### config.mk
export PLATFORM = sky130hd
export DESIGN_NAME = lanzones_rdport_arb
export DESIGN_NICKNAME = d
export VERILOG_FILES = /design/src/rtl/lanzones_rdport_arb.sv
export SDC_FILE = /design/constraint.sdc
export NUM_CORES = 1
export LEC_CHECK = 0
export ABC_CLOCK_PERIOD_IN_PS = 1500
export CAP_MARGIN = 20
export CORE_ASPECT_RATIO = 1.25
export CORE_MARGIN = 4
export CORE_UTILIZATION = 35
export DETAILED_ROUTE_END_ITERATION = 16
export PLACE_DENSITY_LB_ADDON = 0.1
export SLEW_MARGIN = 30
export SYNTH_ARGS = -nofsm -noshare
export SYNTH_HDL_FRONTEND = slang
export SYNTH_SLANG_ARGS = --single-unit
### constraint.sdc
create_clock -name clk -period 1.5 [get_ports clk]
set_input_delay 0.3 -clock clk [delete_from_list [all_inputs] [get_ports clk]]
set_output_delay 0.3 -clock clk [all_outputs]
set_load 0.03 [all_outputs]
### src/rtl/lanzones_rdport_arb.sv
// Read-port arbiter for the lanzones core: shares one memory read port between
// instruction fetch (F) and data load (D), one outstanding transaction at a time.
module lanzones_rdport_arb #(
    parameter int unsigned AW      = 32,
    parameter int unsigned DW      = 32,
    parameter int unsigned DBURST  = 4,
    parameter int unsigned TIMEOUT = 16
) (
    input  logic          clk,
    input  logic          rstn,
    input  logic          FReq,
    input  logic [AW-1:0] FAddr,
    output logic          FRdy,
    output logic          FVld,
    input  logic          DReq,
    input  logic [AW-1:0] DAddr,
    output logic          DRdy,
    output logic          DVld,
    output logic [DW-1:0] RspData,
    output logic          RspErr,
    output logic          MReq,
    output logic [AW-1:0] MAddr,
    input  logic          MAck,
    input  logic          MVld,
    input  logic [DW-1:0] MData,
    output logic          Busy
);

    typedef enum logic [1:0] {
        ST_IDLE  = 2'd0,
        ST_ISSUE = 2'd1,
        ST_WAIT  = 2'd2
    } state_e;

    localparam logic [3:0]  DB_LIMIT = 4'(DBURST);
    localparam bit          TO_EN    = (TIMEOUT != 0);
    localparam logic [15:0] TO_LAST  = (TIMEOUT == 0) ? 16'd0 : 16'(TIMEOUT - 1);

    state_e        state_q, state_d;
    logic [3:0]    dcnt_q, dcnt_d;
    logic [15:0]   tcnt_q, tcnt_d;
    logic          owner_d_q, owner_d_d;   // 1: transaction belongs to D
    logic [AW-1:0] maddr_q, maddr_d;
    logic          mreq_q, mreq_d;
    logic          fvld_q, fvld_d;
    logic          dvld_q, dvld_d;
    logic [DW-1:0] rsp_data_q, rsp_data_d;
    logic          rsp_err_q, rsp_err_d;
    logic          frdy_s, drdy_s;

    // Next-state, grant and response logic
    always_comb begin
        state_d    = state_q;
        dcnt_d     = dcnt_q;
        tcnt_d     = tcnt_q;
        owner_d_d  = owner_d_q;
        maddr_d    = maddr_q;
        mreq_d     = mreq_q;
        fvld_d     = 1'b0;
        dvld_d     = 1'b0;
        rsp_data_d = rsp_data_q;
        rsp_err_d  = rsp_err_q;
        frdy_s     = 1'b0;
        drdy_s     = 1'b0;
        case (state_q)
            ST_IDLE: begin
                // D wins unless F has been passed over DBURST times in a row
                if (DReq && !(FReq && (dcnt_q == DB_LIMIT))) begin
                    drdy_s    = 1'b1;
                    maddr_d   = DAddr;
                    owner_d_d = 1'b1;
                    mreq_d    = 1'b1;
                    state_d   = ST_ISSUE;
                    if (FReq) begin
                        dcnt_d = (dcnt_q == DB_LIMIT) ? dcnt_q : dcnt_q + 4'd1;
                    end else begin
                        dcnt_d = 4'd0;
                    end
                end else if (FReq) begin
                    frdy_s    = 1'b1;
                    maddr_d   = FAddr;
                    owner_d_d = 1'b0;
                    mreq_d    = 1'b1;
                    dcnt_d    = 4'd0;
                    state_d   = ST_ISSUE;
                end else begin
                    state_d = ST_IDLE;
                end
            end
            ST_ISSUE: begin
                if (MAck) begin
                    mreq_d  = 1'b0;
                    tcnt_d  = 16'd0;
                    state_d = ST_WAIT;
                end else begin
                    mreq_d = 1'b1;
                end
            end
            ST_WAIT: begin
                if (MVld) begin
                    fvld_d     = !owner_d_q;
                    dvld_d     = owner_d_q;
                    rsp_data_d = MData;
                    rsp_err_d  = 1'b0;
                    state_d    = ST_IDLE;
                end else if (TO_EN && (tcnt_q == TO_LAST)) begin
                    fvld_d     = !owner_d_q;
                    dvld_d     = owner_d_q;
                    rsp_data_d = '0;
                    rsp_err_d  = 1'b1;
                    state_d    = ST_IDLE;
                end else begin
                    tcnt_d = tcnt_q + 16'd1;
                end
            end
            default: begin
                mreq_d  = 1'b0;
                state_d = ST_IDLE;
            end
        endcase
    end

    // State and output registers
    always_ff @(posedge clk or negedge rstn) begin
        if (!rstn) begin
            state_q    <= ST_IDLE;
            dcnt_q     <= 4'd0;
            tcnt_q     <= 16'd0;
            owner_d_q  <= 1'b0;
            maddr_q    <= '0;
            mreq_q     <= 1'b0;
            fvld_q     <= 1'b0;
            dvld_q     <= 1'b0;
            rsp_data_q <= '0;
            rsp_err_q  <= 1'b0;
        end else begin
            state_q    <= state_d;
            dcnt_q     <= dcnt_d;
            tcnt_q     <= tcnt_d;
            owner_d_q  <= owner_d_d;
            maddr_q    <= maddr_d;
            mreq_q     <= mreq_d;
            fvld_q     <= fvld_d;
            dvld_q     <= dvld_d;
            rsp_data_q <= rsp_data_d;
            rsp_err_q  <= rsp_err_d;
        end
    end

    assign FRdy    = frdy_s;
    assign DRdy    = drdy_s;
    assign FVld    = fvld_q;
    assign DVld    = dvld_q;
    assign RspData = rsp_data_q;
    assign RspErr  = rsp_err_q;
    assign MReq    = mreq_q;
    assign MAddr   = maddr_q;
    assign Busy    = (state_q != ST_IDLE);

endmodule

* Word level (Yosys, flattened, before mapping)
Index checks and enable logic that the tools add are counted.
Widths: inputs -> output; s select.
** Word-level totals
- Word-level logic and storage cells :: 75
- Flip-flop bits (word level) :: 91
- Output and inout port bits :: 71
- Bits of input ports :: 102
** Cells by class
- Bitwise gates (word level) :: 1
- Eq/ne operators :: 10
- Multiplexer cells :: 37
- Add/subtract/negate cells :: 2
- Reduce and logical (&&, ||, !) cells :: 15
** Operator list (number)
- $mux 32 :: 4
- $mux 16 :: 3
- $pmux 16 s2 :: 1
- $mux 1 :: 20
- $add 16x1->16 const B :: 1
- $eq 16x4->1 const B :: 1
- $mux 4 :: 4
- $ne 3x3->1 const B :: 3
- $reduce_and 2->1 :: 4
- $reduce_bool 2->1 :: 4
- $mux 2 :: 3
- $ne 2x2->1 const B :: 3
- $pmux 2 s3 :: 1
- $add 4x1->4 const B :: 1
- $eq 4x3->1 const B :: 1
- $reduce_and 4->1 :: 1
- $pmux 1 s3 :: 1
- $reduce_and 3->1 :: 1
- $eq 2x1->1 const B :: 1
- $eq 2x2->1 const B :: 1
- $logic_and 1x1->1 :: 2
- $logic_not 1->1 :: 2
- $logic_not 2->1 :: 1
- $not 1->1 :: 1

* Logic depth before layout (Yosys ltp)
- Depth after elaboration :: 6
- Gate-level depth with buffers :: 7
- Depth with buffers taken out :: 6

* Worst setup path after synthesis
No wires, ideal clock.
- Kind :: reg2out
- From :: reg dcnt_q[0]
- To :: out DRdy
- Stages on the path, launching flop included :: 7
- Arrival :: 1583 ps
- Buffers on the path :: 1
- Setup slack :: -383 ps
- Data required time :: 1200 ps
- Cell sequence :: dfrtp_1 -> inv_1 -> ha_1 -> nand4b_1 -> nand2_1 -> buf_2 -> nor2_1
** Between the ends
- Longest elaborated chain between the ends :: 6
** RTL lines
- start, declared :: line 40 : logic [3:0] dcnt_q, dcnt_d;
- start signal, assigned :: line 138 : dcnt_q <= dcnt_d;
- $eq 4x3->1 :: line 68 : if (DReq && !(FReq && (dcnt_q == DB_LIMIT))) begin
- $logic_and 1x1->1 :: line 68
- $logic_not 1->1 :: line 68
- $logic_and 1x1->1 :: line 68
- $mux 1 :: line 68
- $mux 1 :: line 65 : case (state_q)
- end, declared :: line 17 : output logic DRdy,
No other way between the ends.

* Worst setup path after layout
- From :: reg dcnt_q[0]
- To :: out FRdy
** Between the ends
- Longest elaborated chain between the ends :: 6
** RTL lines
- $eq 4x3->1 :: line 68
- $logic_and 1x1->1 :: line 68
- $logic_not 1->1 :: line 68
- $logic_and 1x1->1 :: line 68
- $mux 1 :: line 68
- $mux 1 :: line 65
- end, declared :: line 13 : output logic FRdy,
No other way between the ends.

==> metrics.yaml <==
outcome:
  status: "finished, violations left"
  violations: "negative setup slack"
cts:
  clockBufferDepth: 2
  path_clk_slew_ps: 70
  root_buffer: "clkbuf_16"
  cts_tree: "built"
  cts.htree.levels: 3
  clock_latency_ps: 350
  cts_buffers: 9
  cts.sinks: 91
global_route:
  grt_pass1_wl_mm: 21.3
  overflow: 0
  grt_max_degree: 54
  antenna_found_initial: 0
  grt_use_total_pct: 20.1
  grt_pass1_vias: 4116
timing:
  finalSetupViolCount: 85
  min_period_ps: 1800
  setup_ws_ps: -303
  rsz0062_at_grt: "yes"
  finalMaxSlewViolations: 0
  tightest_slew_ps: 501
  worst_hold_slack_ps: 422
  final_hold_viol_count: 0
  timing.setup.tns_ps: -14860
  maxSlewHeadroom_pct: 66.6
  post-route-period-util_pct: 120
  fmax_mhz: 555
  finClkSkew_ps: 11.4
critical_path:
  max_stage_delay_ps: 400
  crit_path_end_kind: "primary output"
  cp.required_ps: 1200
  arrival_ps: 1500
  crit_slowest_cell: "dfrtp_1"
  crit_fanout: 3
  start_kind: "flip-flop"
  path_cells: "inv_2, ha_4, nand4b_1, nand2_2, and3_4, buf_6"
  critPathKind: "reg -> out"
yosys:
  ys_ff_latch: 91
  synth_warnings: 0
  synthArstFlopShare_pct: 100
  synth.largest_area_cell: "dfrtp_1"
  synth_area_leaders: "dfrtp_1, mux2i_1, a22o_1"
  synth_top_cell_area_share_pct: 56.0
  synthMostInstantiatedCell: "dfrtp_1"
  synth_area_sq_um: 4070
  synth_ff_type: "dfrtp_1"
  synth_cell_types: 45
  synth_commonest_cells: "dfrtp_1, nand2_1, o21ai_0, mux2i_1, a22o_1"
  ys_seq_area_share_pct: 56.0
  syn_area_per_cell_sq_um: 11.1
  synth_cells: 365
  syn-num-nets: 470
  synth_edf_count: 0
floorplan:
  dieArea_sq_um: 13400
  die_x_um: 104
  fp-row-count: 43
  io_pins: 173
  core-area_sq_um: 11200
  start_util_pct: 36.2
  die_y_um: 129
job:
  cap_violations: 0
detailed_routing:
  drc_errors: 0
  route.vias.total: 3900
  wl_per_cell_um: 17.8
  viasPerCell: 5.12
  drtAntennaViolNets: 0
  drt_iter0_markers: 128
  firstDrtPassIters: 4
  drt-total-wl_mm: 13.5
placed_design:
  hpwl_mm: 9.22
  portBuffers: 172
  placed_cell_area_sq_um: 6440
  gp_congestion: 0.870
final_layout:
  area_growth_pct: 85.2
  stdcell_area_sq_um: 7530
  nNetsFinal: 727
  seq_area_sq_um: 2280
  diodes: 0
  multi_input_area_sq_um: 2150
  drive_gt1_share_pct: 27.4
  fillers: 905
pwr:
  powerDensity_nw_per_um2: 1720
  peakVddDrop_uv: 756
  p_leak_uw: 0.00351
  power_uw: 13000
min_path:
  hold_class: "in -> async"
## critical path: cells and delay by family (launching register included)
family,cells,cell delay (ps)
fa+ha+maj,1,130
buf+inv,2,200
flops,1,400
simple gates,3,440
## final cells by class
class                           count  area share, %
Timing Repair Buffer              266           34.7
Multi-Input combinational cell    248           28.5
Tap cell                          135           2.24
Inverter                            6          0.299
Clock buffer                        9           2.99
Sequential cell                    91           30.2
Clock inverter                      7           1.05
## layer usage
metal	track usage, %	routed length (um)	vias up
met3	6.47	1010	21
met1	21.5	4920	1881
met2	37.6	7350	140
li1	-	-	1858
met5	0	0	-
met4	6.81	256	0
## placed cells by master (no fill, tap or decap), drive strengths merged, types with 4 or more instances in the layout
master	Yosys	routed
nand3	5	5
clkdlybuf4s50	0	100
nand2	50	53
dfrtp	91	91
clkbuf	12	9
mux2i	36	36
a21oi	6	6
a22o	32	32
a31oi	14	14
o21ai	42	42
o21a	4	4
nor4	7	7
nor2	12	12
buf	11	97
inv	6	10
nand4	6	6
dlygate4sd2	0	68
## cells by family after synthesis
group / synth area share (%)
and+or+nand+nor: 12.1
adders and majority gates: 0.923
muxes: 8.86
xor gates and xnor gates: 0.215
AOI/OAI and AO/OA: 18.1
buffers and inverters: 3.75
DFF: 56.0
## path summary, 6_finish.rpt
check	startpoint	to	slack (ps)	depth (start not counted)
worst max-delay path	dcnt_q[0]$_DFFE_PN0P_	FRdy	-300	6
worst min-delay path	rstn	tcnt_q[10]$_DFFE_PN0P_	420	2
worst max register to register	tcnt_q[6]$_DFFE_PN0P_	tcnt_q[12]$_DFFE_PN0P_	-230	6
worst min register to register	MAddr[29]$_DFFE_PN0P_	MAddr[29]$_DFFE_PN0P_	480	2
max in group asynchronous	rstn	RspData[5]$_DFFE_PN0P_	550	3
min in group clk	MAddr[29]$_DFFE_PN0P_	MAddr[29]$_DFFE_PN0P_	480	2
## registers in the layout, summed over array words and instances (netlist names)
| name | cells |
|---|---|
| MAddr | 32 |
| tcnt_q | 16 |
| RspErr | 1 |
| dcnt_q | 4 |
| state_q | 2 |
| RspData | 32 |
| DVld | 1 |
| FVld | 1 |
| MReq | 1 |
| owner_d_q | 1 |
## what timing repair did
item,4_1_cts,5_1_grt
endpoints found under the setup margin,153,89
hold buffers,1,0
setup buffers,23,11
hold endpoints to repair,24,0
pin swaps,22,27
cloned,7,0
resized for setup,102,99
## report_power, final
group,leakage (uW),internal (uW),switching (uW)
logic,0.00219,2830,3900
registers,0.00116,3400,539
clock network,0.000150,1190,1090
## metrics by stage
step	utilization (%)	setup WS, ps	instances
floorplan	-	-88.7	365
global placement	57.2	-227	709
detailed placement	57.2	-304	709
CTS	64.0	-313	756
global route	67.0	-360	762
finish	67.0	-303	762
(Power assumes the default switching activity.)
